[src/rtl/dt1_pkg.sv]
// Shared definitions for the dt1 core hazard logic: result/forward encodings,
// hazard-controller states and the bundled stall/flush control word.
package dt1_pkg;

  localparam logic [1:0] RESULTSRC_LOAD = 2'b01;

  localparam logic [1:0] FWD_RF = 2'b00;
  localparam logic [1:0] FWD_W  = 2'b01;
  localparam logic [1:0] FWD_M  = 2'b10;

  typedef enum logic [1:0] {
    RUN     = 2'd0,
    MEMWAIT = 2'd1,
    HALT    = 2'd2
  } hz_state_e;

  typedef struct packed {
    logic stall_f;
    logic stall_d;
    logic stall_e;
    logic stall_m;
    logic flush_d;
    logic flush_e;
    logic flush_w;
  } hz_ctrl_t;

  // x0 is hardwired to zero, so it never creates a dependency.
  function automatic logic reg_match(input logic [4:0] rd, input logic [4:0] rs);
    return (rd != 5'd0) && (rd == rs);
  endfunction

endpackage

[src/rtl/dt1_fwd_sel.sv]
// Execute-stage operand forward select for one source register.
// The Memory-stage producer is younger than Writeback, so it wins.
module dt1_fwd_sel
  import dt1_pkg::*;
(
  input  logic [4:0] RsE_i,
  input  logic [4:0] RdM_i,
  input  logic       RegWriteM_i,
  input  logic [4:0] RdW_i,
  input  logic       RegWriteW_i,
  output logic [1:0] Fwd_o
);

  always_comb begin
    Fwd_o = FWD_RF;
    if (RegWriteM_i && reg_match(RdM_i, RsE_i)) begin
      Fwd_o = FWD_M;
    end else if (RegWriteW_i && reg_match(RdW_i, RsE_i)) begin
      Fwd_o = FWD_W;
    end
  end

endmodule

[src/rtl/dt1_hazard_ctrl.sv]
// Hazard controller for the dt1 5-stage core: forwarding, load-use stall,
// branch flush, data-memory wait sequencing and timeout halt.
module dt1_hazard_ctrl
  import dt1_pkg::*;
#(
  parameter int MEM_TIMEOUT = 16,
  parameter int CNT_W       = 32
) (
  input  logic             clk,
  input  logic             rst,
  input  logic [4:0]       Rs1D,
  input  logic [4:0]       Rs2D,
  input  logic [4:0]       Rs1E,
  input  logic [4:0]       Rs2E,
  input  logic [4:0]       RdE,
  input  logic [1:0]       ResultSrcE,
  input  logic             PCSrcE,
  input  logic [4:0]       RdM,
  input  logic             RegWriteM,
  input  logic [4:0]       RdW,
  input  logic             RegWriteW,
  input  logic             MemReqM,
  input  logic             MemAckM,
  output logic [1:0]       ForwardAE,
  output logic [1:0]       ForwardBE,
  output logic             StallF,
  output logic             StallD,
  output logic             StallE,
  output logic             StallM,
  output logic             FlushD,
  output logic             FlushE,
  output logic             FlushW,
  output logic             HaltO,
  output logic [CNT_W-1:0] StallCycles
);

  localparam int WAIT_W = $clog2(MEM_TIMEOUT + 1);
  localparam logic [WAIT_W-1:0] WAIT_LIMIT = WAIT_W'(MEM_TIMEOUT);
  localparam logic [WAIT_W-1:0] WAIT_ONE   = WAIT_W'(1);

  hz_state_e         state_q, state_d;
  logic [WAIT_W-1:0] wcnt_q, wcnt_d;
  logic [CNT_W-1:0]  stall_cnt_q, stall_cnt_d;

  logic       mem_wait;
  logic       lw_stall;
  logic       fwd_block;
  logic [1:0] fwd_a_raw;
  logic [1:0] fwd_b_raw;
  hz_ctrl_t   ctrl;

  dt1_fwd_sel u_fwd_a (
    .RsE_i       (Rs1E),
    .RdM_i       (RdM),
    .RegWriteM_i (RegWriteM),
    .RdW_i       (RdW),
    .RegWriteW_i (RegWriteW),
    .Fwd_o       (fwd_a_raw)
  );

  dt1_fwd_sel u_fwd_b (
    .RsE_i       (Rs2E),
    .RdM_i       (RdM),
    .RegWriteM_i (RegWriteM),
    .RdW_i       (RdW),
    .RegWriteW_i (RegWriteW),
    .Fwd_o       (fwd_b_raw)
  );

  assign mem_wait = MemReqM && !MemAckM;
  assign lw_stall = (ResultSrcE == RESULTSRC_LOAD) &&
                    (reg_match(RdE, Rs1D) || reg_match(RdE, Rs2D));

  // Forwarding is meaningless while the pipe is being reset or is frozen in HALT.
  assign fwd_block = rst || (state_q == HALT);
  assign ForwardAE = fwd_block ? FWD_RF : fwd_a_raw;
  assign ForwardBE = fwd_block ? FWD_RF : fwd_b_raw;

  always_comb begin
    state_d = state_q;
    wcnt_d  = wcnt_q;
    unique case (state_q)
      RUN: begin
        if (mem_wait) begin
          state_d = MEMWAIT;
          wcnt_d  = WAIT_ONE;
        end
      end
      MEMWAIT: begin
        // An ack, or the request being withdrawn, both end the wait; ack beats timeout.
        if (MemAckM || !MemReqM) begin
          state_d = RUN;
          wcnt_d  = '0;
        end else begin
          wcnt_d = wcnt_q + WAIT_ONE;
          if (wcnt_d == WAIT_LIMIT) begin
            state_d = HALT;
          end
        end
      end
      HALT: begin
        state_d = HALT;
      end
      default: begin
        state_d = RUN;
        wcnt_d  = '0;
      end
    endcase
  end

  // Priority: reset bubble > halt/memory wait freeze > taken branch > load-use.
  always_comb begin
    ctrl = '0;
    if (rst) begin
      ctrl.flush_d = 1'b1;
      ctrl.flush_e = 1'b1;
      ctrl.flush_w = 1'b1;
    end else if ((state_q == HALT) || mem_wait) begin
      ctrl.stall_f = 1'b1;
      ctrl.stall_d = 1'b1;
      ctrl.stall_e = 1'b1;
      ctrl.stall_m = 1'b1;
      ctrl.flush_w = 1'b1;
    end else if (PCSrcE) begin
      ctrl.flush_d = 1'b1;
      ctrl.flush_e = 1'b1;
    end else if (lw_stall) begin
      ctrl.stall_f = 1'b1;
      ctrl.stall_d = 1'b1;
      ctrl.flush_e = 1'b1;
    end
  end

  assign StallF = ctrl.stall_f;
  assign StallD = ctrl.stall_d;
  assign StallE = ctrl.stall_e;
  assign StallM = ctrl.stall_m;
  assign FlushD = ctrl.flush_d;
  assign FlushE = ctrl.flush_e;
  assign FlushW = ctrl.flush_w;

  assign stall_cnt_d = ctrl.stall_f ? (stall_cnt_q + CNT_W'(1)) : stall_cnt_q;

  always_ff @(posedge clk) begin
    if (rst) begin
      state_q     <= RUN;
      wcnt_q      <= '0;
      stall_cnt_q <= '0;
    end else begin
      state_q     <= state_d;
      wcnt_q      <= wcnt_d;
      stall_cnt_q <= stall_cnt_d;
    end
  end

  assign HaltO       = (state_q == HALT);
  assign StallCycles = stall_cnt_q;

endmodule

[config.mk]
export PLATFORM = sky130hd
export DESIGN_NAME = dt1_hazard_ctrl
export DESIGN_NICKNAME = d
export VERILOG_FILES = /design/src/rtl/dt1_pkg.sv /design/src/rtl/dt1_fwd_sel.sv /design/src/rtl/dt1_hazard_ctrl.sv
export SDC_FILE = /design/constraint.sdc
export NUM_CORES = 1
export LEC_CHECK = 0
export ABC_CLOCK_PERIOD_IN_PS = 5400
export CAP_MARGIN = 20
export CORE_ASPECT_RATIO = 1.5
export CORE_MARGIN = 1
export CORE_UTILIZATION = 48
export DETAILED_ROUTE_END_ITERATION = 12
export GPL_ROUTABILITY_DRIVEN = 0
export GPL_TIMING_DRIVEN = 0
export PLACE_DENSITY = 0.85
export SYNTH_ARGS = -nofsm -noshare
export SYNTH_HDL_FRONTEND = slang
export SYNTH_SLANG_ARGS = --single-unit
[constraint.sdc]
create_clock -name clk -period 5.4 [get_ports clk]
set_input_delay 0.81 -clock clk [delete_from_list [all_inputs] [get_ports clk]]
set_output_delay 0.81 -clock clk [all_outputs]
set_load 0.03 [all_outputs]
# ---- After elaboration in Yosys (flattened, before gate mapping)
# Cells that the tools add are included.
# Widths: inputs -> output; s select.
dict set report totals {
  regBits 39
}
dict set report op_classes {
  addsub 2
  eq_ne 12
  mux 24
  bitwise_logic 1
  reduce_logical 24
}
# cell count
set ops {}
lappend ops {{$add 32x1->32 const B} 1}
lappend ops {{$eq 5x5->1} 6}
lappend ops {{$mux 2} 12}
lappend ops {{$pmux 5 s3} 1}
lappend ops {{$reduce_bool 5->1} 3}
lappend ops {{$logic_and 1x1->1} 12}
lappend ops {{$mux 5} 2}
lappend ops {{$mux 1} 6}
lappend ops {{$pmux 2 s3} 1}
lappend ops {{$add 5x1->5 const B} 1}
lappend ops {{$eq 5x5->1 const B} 1}
lappend ops {{$eq 2x1->1 const B} 2}
lappend ops {{$logic_or 1x1->1} 4}
lappend ops {{$mux 4} 1}
lappend ops {{$reduce_and 2->1} 2}
lappend ops {{$mux 3} 1}
lappend ops {{$ne 3x3->1 const B} 1}
lappend ops {{$eq 2x2->1 const B} 1}
lappend ops {{$logic_not 1->1} 2}
lappend ops {{$logic_not 2->1} 1}
lappend ops {{$ne 2x2->1 const B} 1}
lappend ops {{$not 1->1} 1}

# ---- Longest topological paths before layout
dict set report depth {
  depth_word 8
  ltp_mapped 8
  mapped_depth_nobuf 7
}

# ---- Modules after synthesis
# Synthesis repeated with hierarchy kept, for this count alone.
dict set report unflattened {
  cells_unflattened 314
  area_unflattened_um2 2516.2
}
# module n_inst cells_per_inst area_per_inst_um2 seq_area_each_um2
set modules_own_cells {}
lappend modules_own_cells {dt1_hazard_ctrl 1 274 2213.4 780.7}
lappend modules_own_cells {dt1_fwd_sel 2 20 151.4 0.0}

# ---- Least setup slack after synthesis
# No wires, ideal clock.
dict set report synth_timing {
  path_type {input to output}
  start {in rst}
  end {out ForwardBE[0]}
  arrival_ps 2724
  path_slack_ps 1866
  path_stages 5
  n_path_buf 1
  cell_sequence {clkbuf_1 -> nor2_1 -> o211ai_1 -> or4_1 -> nor4_1}
}
dict set report synth_via {
  elab_chain_len 2
}
# item line
set synth_rtl {}
lappend synth_rtl {{start, declared} dt1_hazard_ctrl.sv:10} ;# input logic rst,
lappend synth_rtl {{$logic_or 1x1->1} dt1_hazard_ctrl.sv:75} ;# assign fwd_block = rst || (state_q == HALT);
lappend synth_rtl {{$mux 2} dt1_hazard_ctrl.sv:77} ;# assign ForwardBE = fwd_block ? FWD_RF : fwd_b_raw;
lappend synth_rtl {{end, declared} dt1_hazard_ctrl.sv:25} ;# output logic [1:0] ForwardBE,
# Every way passes these cells.

# ---- Worst setup path in the final report
dict set report layout_timing {
  start {in RdE[1]}
  end {out StallF}
}
dict set report layout_via {
  elab_chain_len 8
  word_cells_on_any_way 11
  cone_classes {eq/ne: 2; mux: 4; reduce/logical: 5}
}
# item line
set layout_rtl {}
lappend layout_rtl {{start, declared} dt1_hazard_ctrl.sv:15} ;# input logic [4:0] RdE,
lappend layout_rtl {{$eq 5x5->1 / $reduce_bool 5->1 (equally long branches)} dt1_pkg.sv:29} ;# return (rd != 5'd0) && (rd == rs);
lappend layout_rtl {{$logic_and 1x1->1} dt1_pkg.sv:29}
lappend layout_rtl {{$logic_or 1x1->1 *} dt1_hazard_ctrl.sv:72} ;# (reg_match(RdE, Rs1D) || reg_match(RdE, Rs2D));
lappend layout_rtl {{$logic_and 1x1->1 *} dt1_hazard_ctrl.sv:71} ;# assign lw_stall = (ResultSrcE == RESULTSRC_LOAD) &&
lappend layout_rtl {{$mux 2 *} dt1_hazard_ctrl.sv:127} ;# end else if (lw_stall) begin
lappend layout_rtl {{$mux 2 *} dt1_hazard_ctrl.sv:124} ;# end else if (PCSrcE) begin
lappend layout_rtl {{$mux 2 *} dt1_hazard_ctrl.sv:118} ;# end else if ((state_q == HALT) || mem_wait) begin
lappend layout_rtl {{$mux 4 *} dt1_hazard_ctrl.sv:114} ;# if (rst) begin
lappend layout_rtl {{end, declared} dt1_hazard_ctrl.sv:26} ;# output logic StallF,
# Mark *: on every way between the ends. The rest lies on a longest branch, timed or not.

==> results.txt <==
----------------------------------------------------
[Finish]
  Share of post-route cells with drive strength above 1 ... 5.60%
  Post-layout instance area ... 0.00350 mm^2
  Count of inserted antenna diode cells ... 0
  Layout area overhead ... 44.4%
  Final layout net count ... 439
  Filler cells ... 417
  Final core utilization ... 72.1%
  Number of non-filler instances in the completed layout ... 459

[Logic synthesis]
  Syn Area/Cell ... 8.10 um^2
  Number of flops mapped to enable cells by yosys ... 0
  Post-synthesis register bit count ... 39
  Library cell with the highest instance count after synthesis ... dfxtp_1
  Largest area contributor in the netlist ... dfxtp_1
  Mapped cell area ... 0.00242 mm^2
  Count of synthesis-stage warnings from yosys ... 0
  Fraction of synthesis flops using an asynchronous set or reset pin ... 0%
  Sequential area share after synthesis ... 32.2%
  Number of nets in the synthesized netlist ... 346
  Cell count after synthesis ... 299
  Synth cell count leaders ... dfxtp_1, a21oi_1, nor2_1, or4_1, nand3_1
  Synth cell types ... 39
  Area fraction of the dominant cell type after synthesis ... 32.2%
  Prevailing post-synth register cell ... dfxtp_1
  Largest cells by area after synthesis ... dfxtp_1, a21oi_1, or4_1, xnor2_1, xor2_1

[Floorplanning]
  Die Footprint ... 0.00534 mm^2
  Boundary pin count ... 88
  Horizontal die dimension ... 60.0 um
  Core region area ... 0.00485 mm^2
  Count of standard-cell rows ... 31
  Effective utilization at floorplan ... 49.9%
  Die extent in y ... 89.0 um

[STA]
  Setup repair after global routing missed its margin ... false
  Endpoints failing hold ... 0
  Max-slew headroom at the worst pin ... 60.8%
  Max-slew violation count ... 0
  Maximum clock frequency ... 223 MHz
  Part of the cycle the worst path needs ... 83.1%
  Final TNS setup ... 0 ps
  Slew at the pin with the worst max-slew slack ... 584 ps
  Clk_skew ... 14.1 ps
  Crit path time final ... 4490 ps
  Post-route worst setup slack ... 914 ps
  Number of setup violations in the final report ... 0
  Smallest hold slack ... 477 ps

[Worst hold path]
  Number of stages on the worst hold path ... 2
  Hold EP ... wcnt_q[4]
  Worst hold-check path type ... reg -> reg
  Hold path startpoint ... wcnt_q[4]

[Placement]
  Placed Instances ... 451
  Post-placement worst setup slack ... 909 ps
  HPWL reported at the end of detailed placement ... 5300 um
  Quantity of I/O buffers inserted on ports ... 86
  Area of placed instances ... 0.00336 mm^2

[Worst setup path]
  FF-to-FF Start ... StallCycles[3]
  Maximum cell stage delay along the critical path ... 580 ps
  Setup CP Type ... in -> out
  Worst Setup End Kind ... output port
  Cells along the critical path ... clkdlybuf4s50_1 > or4_1 > o21ai_1 > nor2_1 > a21oi_2 > buf_2 > buf_4 > nor2_1 > buf_4 > clkdlybuf4s50_1
  Largest delay share family, worst path ... buffers and inverters
  Slowest cell on the critical path ... clkdlybuf4s50_1
  Maximum fanout encountered on the critical timing path ... 10
  FF-to-FF End ... StallCycles[29]
  Required time of the critical path ... 4590 ps
  Type of origin of the critical path ... input port
  Slack of the worst reg-to-reg path ... 3210 ps
  CP arrival ... 3680 ps
  Number of buffers and inverters on the critical path ... 5
  Cells on worst reg2reg path ... 6

[Power and ir drop]
  Part of the power in the clock network ... 42.4%
  Leakage ... 1.14 nW
  Internal power consumption ... 0.530 mW
  Maximum resistive drop on vdd ... 0.120 mV
  Switching power share of the total ... 23.3%
  Sequential cell fraction of total power ... 42.2%
  Final Total Pwr ... 0.691 mW
  Share of total power in combinational logic ... 15.4%
  Cell area power density ... 198 mW/mm^2
  Power dissipated by switching net loads ... 0.161 mW

[Clock tree]
  Clock root cell ... clkbuf_8
  Number of clock sinks seen by CTS ... 39
  # H-tree levels ... 2
  Post-CTS Hold Fix Bufs ... 0
  Maximum buffer depth of the clock tree ... 2
  Clock-pin slew on the worst setup and hold paths ... 70 ps
  Quantity of gates resized following cts ... 0
  Clock tree from TritonCTS ... done
  Number of buffers added by the clock tree synthesis step ... 5
  Post-CTS Setup Repair Bufs ... 0
  Worst-skew pair later-pin latency ... 310 ps

[Routing]
  Initial detailed-routing violation count ... 158
  Antenna viol nets, final ... 0
  Post-route DRC violation count ... 0
  Number of detailed-routing iterations run before antenna repair ... 4
  Routed via count divided by cell count ... 5.82
  Routed wire per std cell ... 14.7 um
  Aggregate routed wire length ... 6750 um
  Routed vias ... 2,671

[Global routing]
  Largest net degree at the start of global routing ... 13
  Antenna violations before repair ... 0
  Vias in the first global route ... 2,536
  Wire length of the first global-routing pass ... 10,800 um
  Overall overflow remaining after global route ... 0
  Global routing usage summed across all routing layers ... 26.6%

[Job]
  Number of max-cap violations ... 0

[Run status]
  Outcome ... finished, final reports clean

----------------------------------------------------
==> per-layer routing <==
metal  share of wire [%]  up-vias  track usage, %
li1                    -     1302               -
met1                  35     1227            25.3
met2                  56      123            51.8
met3                 6.6       19            5.79
met4                 2.5        0            13.1
met5                   0        -               0
==> layout make-up <==
class | instances | area (um^2) | share of cell area [%]
multi-input combinational | 241 | 1550 | 44.3
timing repair buffer | 86 | 861 | 24.6
sequential | 39 | 781 | 22.3
tap | 66 | 82.6 | 2.36
buffer | 15 | 75.1 | 2.15
clock buffer | 6 | 72.6 | 2.08
clock inverter | 2 | 60.1 | 1.72
inverter | 4 | 15.0 | 0.429
==> power groups by stage <==
stage / clock (mW) / sequential [mW] / combinational [mW]
2_1_floorplan: 0 / 0.300 / 0.0478
3_3_place_gp: 0 / 0.298 / 0.105
3_5_place_dp: 0 / 0.298 / 0.107
4_1_cts: 0.295 / 0.292 / 0.107
5_1_grt: 0.306 / 0.292 / 0.115
6_report: 0.293 / 0.292 / 0.106
==> state kept, by name, summed over array words and instances, names as in the netlist <==
signal       cells
wcnt_q           5
StallCycles     32
state_q          2
==> worst min-delay path, cell delays in order, from the launching register on <==
cell	delay (ps)
dfxtp_1	320
nand2_1	60
a21oi_1	50
==> how the worst max path moves through the flow <==
stage | slack [ps] | startpoint | cells after the start | endpoint
6_report | 910 | RdE[1] | 10 | StallF
5_1_grt | 750 | RdE[2] | 10 | StallF
4_1_cts | 900 | RdE[1] | 10 | StallF
3_5_place_dp | 910 | RdE[1] | 10 | StallF
3_3_place_gp | 920 | RdE[1] | 10 | StallF
2_1_floorplan | 1870 | rst | 5 | ForwardBE[0]
==> layout by cell type, fill, tap and decap left out, types with 4 or more instances in the layout <==
cell type / netlist / final
clkdlybuf4s50_1: 0 / 86
dfxtp_1: 39 / 39
a21oi_1: 34 / 34
or4_1: 21 / 21
nor2_1: 21 / 21
nand3_1: 18 / 18
nand2_1: 17 / 17
o21ai_0: 17 / 17
xnor2_1: 16 / 16
xor2_1: 16 / 16
o31ai_1: 15 / 15
or3_1: 13 / 13
clkbuf_1: 8 / 9
nand4_1: 9 / 9
clkbuf_8: 0 / 5
nor2b_1: 4 / 4
buf_4: 4 / 4
nor4_1: 4 / 4
and2_1: 4 / 4
inv_1: 4 / 4
==> cell families after synthesis <==
family	share of synthesized area (%)
and+or+nand+nor	31.7
buffers and inverters	3.72
xor gates and xnor gates	11.6
adders and majority gates	1.55
DFF	32.2
AOI/OAI and AO/OA	17.9
muxes	1.29
(Power assumes the default switching activity.)
